==> src/rtl/pipeline_stall_controller.sv <==
// Prioritised stall/flush sequencer for the 5-stage pipeline: merges hazard, branch and
// SRAM-wait conditions, guards memory waits with a timeout FSM, and keeps stall counters.
module pipeline_stall_controller #(
    parameter int MEM_TIMEOUT = 16,
    parameter int CNT_W       = 16
) (
    input  logic             clk,
    input  logic             rst,
    input  logic             hazard_detected,
    input  logic             branch_taken,
    input  logic             mem_req,
    input  logic             sram_ready,
    input  logic             clr_counters,
    output logic             freeze_pc,
    output logic             freeze_if_id,
    output logic             bubble_id_ex,
    output logic             flush_if_id,
    output logic             flush_id_ex,
    output logic             freeze_back,
    output logic             timeout_err,
    output logic [CNT_W-1:0] hazard_cycles,
    output logic [CNT_W-1:0] flush_count,
    output logic [CNT_W-1:0] mem_wait_cycles
);
    localparam int WC_W = $clog2(MEM_TIMEOUT) + 1;
    localparam logic [WC_W-1:0] WC_LAST = WC_W'(MEM_TIMEOUT - 1);

    typedef enum logic [1:0] {RUN, MEM_WAIT, ERROR} state_t;

    state_t          state;
    logic [WC_W-1:0] wait_cnt;
    logic            mem_busy;
    logic [2:0]      cnt_inc;
    logic [CNT_W-1:0] cnt [3];

    assign mem_busy = mem_req & ~sram_ready;

    // Controls are gated by rst so they read 0 the moment reset is asserted.
    always_comb begin
        freeze_pc    = 1'b0;
        freeze_if_id = 1'b0;
        bubble_id_ex = 1'b0;
        flush_if_id  = 1'b0;
        flush_id_ex  = 1'b0;
        freeze_back  = 1'b0;
        timeout_err  = 1'b0;
        if (!rst) begin
            if (state == ERROR) begin
                freeze_pc    = 1'b1;
                freeze_if_id = 1'b1;
                freeze_back  = 1'b1;
                timeout_err  = 1'b1;
            end else if (mem_busy) begin
                freeze_pc    = 1'b1;
                freeze_if_id = 1'b1;
                freeze_back  = 1'b1;
            end else if (branch_taken) begin
                flush_if_id  = 1'b1;
                flush_id_ex  = 1'b1;
            end else if (hazard_detected) begin
                freeze_pc    = 1'b1;
                freeze_if_id = 1'b1;
                bubble_id_ex = 1'b1;
            end
        end
    end

    always_ff @(posedge clk or posedge rst) begin
        if (rst) begin
            state    <= RUN;
            wait_cnt <= '0;
        end else begin
            case (state)
                RUN: begin
                    if (mem_busy) begin
                        state    <= MEM_WAIT;
                        wait_cnt <= WC_W'(1);
                    end
                end
                MEM_WAIT: begin
                    if (!mem_busy) begin
                        state    <= RUN;
                        wait_cnt <= '0;
                    end else if (wait_cnt == WC_LAST) begin
                        state    <= ERROR;
                    end else begin
                        wait_cnt <= wait_cnt + WC_W'(1);
                    end
                end
                default: state <= ERROR;
            endcase
        end
    end

    // Counters sample this cycle's controls; they hold once the FSM is in ERROR.
    assign cnt_inc = {mem_busy & (state != ERROR), flush_if_id, bubble_id_ex};

    generate
        for (genvar gi = 0; gi < 3; gi++) begin : g_cnt
            always_ff @(posedge clk or posedge rst) begin
                if (rst) begin
                    cnt[gi] <= '0;
                end else if (clr_counters) begin
                    cnt[gi] <= '0;
                end else if (cnt_inc[gi] && (state != ERROR) && (cnt[gi] != {CNT_W{1'b1}})) begin
                    cnt[gi] <= cnt[gi] + CNT_W'(1);
                end
            end
        end
    endgenerate

    assign hazard_cycles   = cnt[0];
    assign flush_count     = cnt[1];
    assign mem_wait_cycles = cnt[2];
endmodule

==> config.mk <==
export PLATFORM = sky130hd
export DESIGN_NAME = pipeline_stall_controller
export DESIGN_NICKNAME = d
export VERILOG_FILES = /design/src/rtl/pipeline_stall_controller.sv
export SDC_FILE = /design/constraint.sdc
export NUM_CORES = 1
export LEC_CHECK = 0
export CORE_MARGIN = 1.5
export CORE_UTILIZATION = 46
export DETAILED_ROUTE_END_ITERATION = 12
export GPL_ROUTABILITY_DRIVEN = 0
export HOLD_SLACK_MARGIN = 0.03
export PLACE_DENSITY = 0.76
export SYNTH_ARGS = -nofsm -noshare
export SYNTH_HDL_FRONTEND = slang
export SYNTH_SLANG_ARGS = --single-unit
==> constraint.sdc <==
create_clock -name clk -period 1.85 [get_ports clk]
set_clock_uncertainty 0.15 [all_clocks]
set_input_delay 0.4625 -clock clk [delete_from_list [all_inputs] [get_ports clk]]
set_output_delay 0.4625 -clock clk [all_outputs]
set_load 0.05 [all_outputs]
==> results.json <==
{
  "status": "finished with violations",
  "violations": "setup timing",
  "period_share_pct": 112,
  "path_max_fanout": 3,
  "core_region_area_sq_um": 6390,
  "routed-via-count": 3511,
  "grt_antenna_before_repair": 0,
  "reg_clk_slew_reported_paths_ns": 0.11,
  "floorplan.rows": 29,
  "r2r_slack_ns": -0.14,
  "clkSinkCount": 55,
  "postSynthCellCount": 323,
  "worst_ir_drop_on_vdd_mv": 0.366,
  "synth_nets": 335,
  "ys_ff_latch": 55,
  "cpMaxStageDelayCell": "dfrtp_1",
  "boundaryPins": 62,
  "dr_wl_met3_um": 815,
  "critical_path_required_ns": 1.24,
  "first_global_vias": 3333,
  "worstSetupPathType": "register to output port",
  "synth-edff-count": 0,
  "met2_wirelength_um": 6300,
  "start_kind": "register",
  "worst_r2r_endpoint": "hazard_cycles[15]$_DFFE_PP0P_",
  "synth_seq_area_share_pct": 45.2,
  "layout_common_cells": "84 x buf_4, 57 x buf_12, 48 x dfrtp_2",
  "placement.io_buffers": 61,
  "ant_nets": 0,
  "launch_point_of_the_worst_path": "state[0]$_DFFE_PP0P_",
  "crit_buf_inv": 3,
  "wirelength_um": 12100,
  "wl_per_cell_um": 21.8,
  "post-route-drc-count": 0,
  "final_layout_size_suffix_gt1_share_pct": 61.8,
  "timing_hold_violations_final": 0,
  "total_power_mw": 2.07,
  "worst-r2r-cell-count": 7,
  "top_layer": "met4",
  "detail_route.iter0.violations": 365,
  "finalSetupViolations": 25,
  "avgSynthCellArea_sq_um": 9.42,
  "drt_pass1_iterations": 5,
  "worstSkewPairLatency_ns": 0.32,
  "initial_utilization_pct": 47.6,
  "area_delta_synth_final_pct": 88.7,
  "synth.distinct_cells": 49,
  "place_ws_ns": -0.561,
  "met1Wirelength_um": 4550,
  "design.die.area_sq_um": 7110,
  "grt_pass1_wl_um": 16000,
  "final_total_negative_setup_slack_ns": -2.27,
  "path_cells": "nand2b_4 -> buf_6 -> nand3_4 -> clkinvlp_4 -> buf_12",
  "grt_start_max_net_pins": 48,
  "power-per-cell-area_nw_per_um2": 360,
  "hold_path_class": "input pin to async pin",
  "clock_tree.htree_level_count": 2,
  "synth.cell_area_sq_um": 3040,
  "critPathCaptureType": "output port",
  "postSynth.asyncResetShare_pct": 100,
  "final_core_utilization_pct": 89.9,
  "layout.filler_cells": 245,
  "tritoncts_clock_tree": "yes",
  "overflow": 0,
  "fmaxAchievable_mhz": 481,
  "cts_root_buf": "clkbuf_8",
  "mostFrequentLayoutCell": "buf_4",
  "finish.net_count": 490,
  "rsz0062_at_grt": "yes",
  "crit_end": "flush_id_ex",
  "worst_slew_margin_rel_pct": 71.6,
  "yosysWarningCount": 0,
  "worstSetupPathDepth": 5,
  "seqCellArea_sq_um": 1440,
  "timing.critical_path.slowest_cell_delay_ns": 0.41,
  "reg_to_reg_critical_path_startpoint": "hazard_cycles[0]$_DFFE_PP0P_",
  "final-max-slew-violation-count": 0,
  "post_drt_via_cell_ratio": 6.31,
  "cts-root-to-sink-buffers": 2,
  "die_width_um": 84.3,
  "maxCapViolations": 0,
  "flip_flop_cell_with_the_highest_count_after_synthesis": "dfrtp_1",
  "p_leak_nw": 2.15,
  "place.detailed.instances": 523,
  "layout_min_cycle_time_ns": 2.08,
  "height_of_the_chip_um": 84.3,
  "sum_of_net_half_perimeters_after_detailed_placement_um": 6320,
  "multi_input_comb_area_sq_um": 2100,
  "path_delay_family": "buffers and inverters",
  "crit_arrival_ns": 1.47,
  "diodes": 0,
  "layoutNonFillerInstCount": 556,
  "slew_at_the_pin_closest_to_its_max_slew_limit_ns": 0.426,
  "final_critical_path_setup_slack_ns": -0.231,
  "cts_inserted_buffers": 5,
  "grt_use_total_pct": 28.0
}
## per-stage QoR
step / instance area, sq um / hold slack [ns]
after floorplan: 3340 / 0.320
after global placement: 5090 / 0.342
after detailed placement: 5090 / 0.380
after CTS: 5340 / 0.232
after global routing: 5740 / 0.255
final: 5740 / 0.233
## per-layer routing
| layer | up-vias | GRT usage, % |
|---|---|---|
| met5 | - | 0 |
| met4 | 0 | 11.3 |
| met3 | 53 | 4.72 |
| met2 | 234 | 49.7 |
| met1 | 1754 | 34.0 |
| li1 | 1470 | - |
## timing repair
item	4_1_cts	5_1_grt
pin swaps	12	30
gates resized for setup	37	59
cloned	0	2
hold buffers	0	0
setup buffers	11	13
endpoints found under the setup margin	47	54
## logic make-up (layout without fill, tap and decap cells)
family          after synthesis  after routing  synth area share (%)
buf+inv                      22            178                  3.49
flops                        55             55                  45.2
simple gates                162            162                  30.2
fa+ha+maj                     5              5                  2.06
xor+xnor                     35             35                  10.1
mux                           2              2                 0.699
compound gates               42             42                  8.27
## sequential cells by signal, summed over array words and instances (netlist names)
| signal | cells |
|---|---|
| wait_cnt | 5 |
| state | 2 |
| flush_count | 16 |
| hazard_cycles | 16 |
| mem_wait_cycles | 16 |
## worst min-delay path, delay by kind of cell
family                 cells  cell delay [ns]
buffers and inverters      4             0.61
## where the power goes
part	internal (mW)	switching (mW)
Clock	0.304	0.411
Sequential	1.20	0.000000000000000313
Combinational	0.0590	0.0934
## how the worst min path moves through the flow
stage / endpoint / startpoint / slack, ns / cells past startpoint
after floorplan: wait_cnt[0]$_DFFE_PP0P_ / state[0]$_DFFE_PP0P_ / 0.32 / 1
after global placement: wait_cnt[4]$_DFFE_PP0P_ / wait_cnt[4]$_DFFE_PP0P_ / 0.34 / 2
after detailed placement: wait_cnt[3]$_DFFE_PP0P_ / wait_cnt[3]$_DFFE_PP0P_ / 0.38 / 2
after CTS: wait_cnt[2]$_DFFE_PP0P_ / rst / 0.23 / 4
after global routing: wait_cnt[0]$_DFFE_PP0P_ / rst / 0.25 / 4
final: wait_cnt[0]$_DFFE_PP0P_ / rst / 0.23 / 4
## synth_stat cells, types with 2 or more instances
cell / count / area (sq um)
ha_1: 5 / 62.6
nor3b_1: 3 / 22.5
buf_6: 2 / 22.5
nor4_1: 10 / 62.6
a2111oi_1: 2 / 20.0
buf_4: 2 / 15.0
nor3_1: 19 / 95.1
a211oi_1: 3 / 22.5
nor2b_1: 2 / 12.5
nor2_1: 46 / 173
nand3_2: 3 / 30.0
nor4_4: 3 / 63.8
xor2_1: 2 / 17.5
nand2_1: 20 / 75.1
dfrtp_1: 55 / 1380
a21oi_1: 17 / 85.1
a21o_1: 2 / 15.0
nand3_1: 15 / 75.1
clkbuf_1: 5 / 18.8
and4_1: 3 / 26.3
o21ai_0: 11 / 55.1
inv_1: 11 / 41.3
nand4_1: 19 / 119
and3_1: 3 / 18.8
xnor2_1: 33 / 289
or3_1: 2 / 12.5
or4_1: 2 / 15.0
or2_2: 2 / 12.5
## layout make-up
| cell class | count | area share (%) |
|---|---|---|
| sequential | 55 | 25.0 |
| tap | 77 | 1.68 |
| timing repair buffer | 158 | 34.2 |
| inverter | 12 | 1.00 |
| clock buffer | 7 | 1.50 |
| multi-input combinational | 246 | 36.5 |
| clock inverter | 1 | 0.0872 |
(Power assumes the default switching activity.)
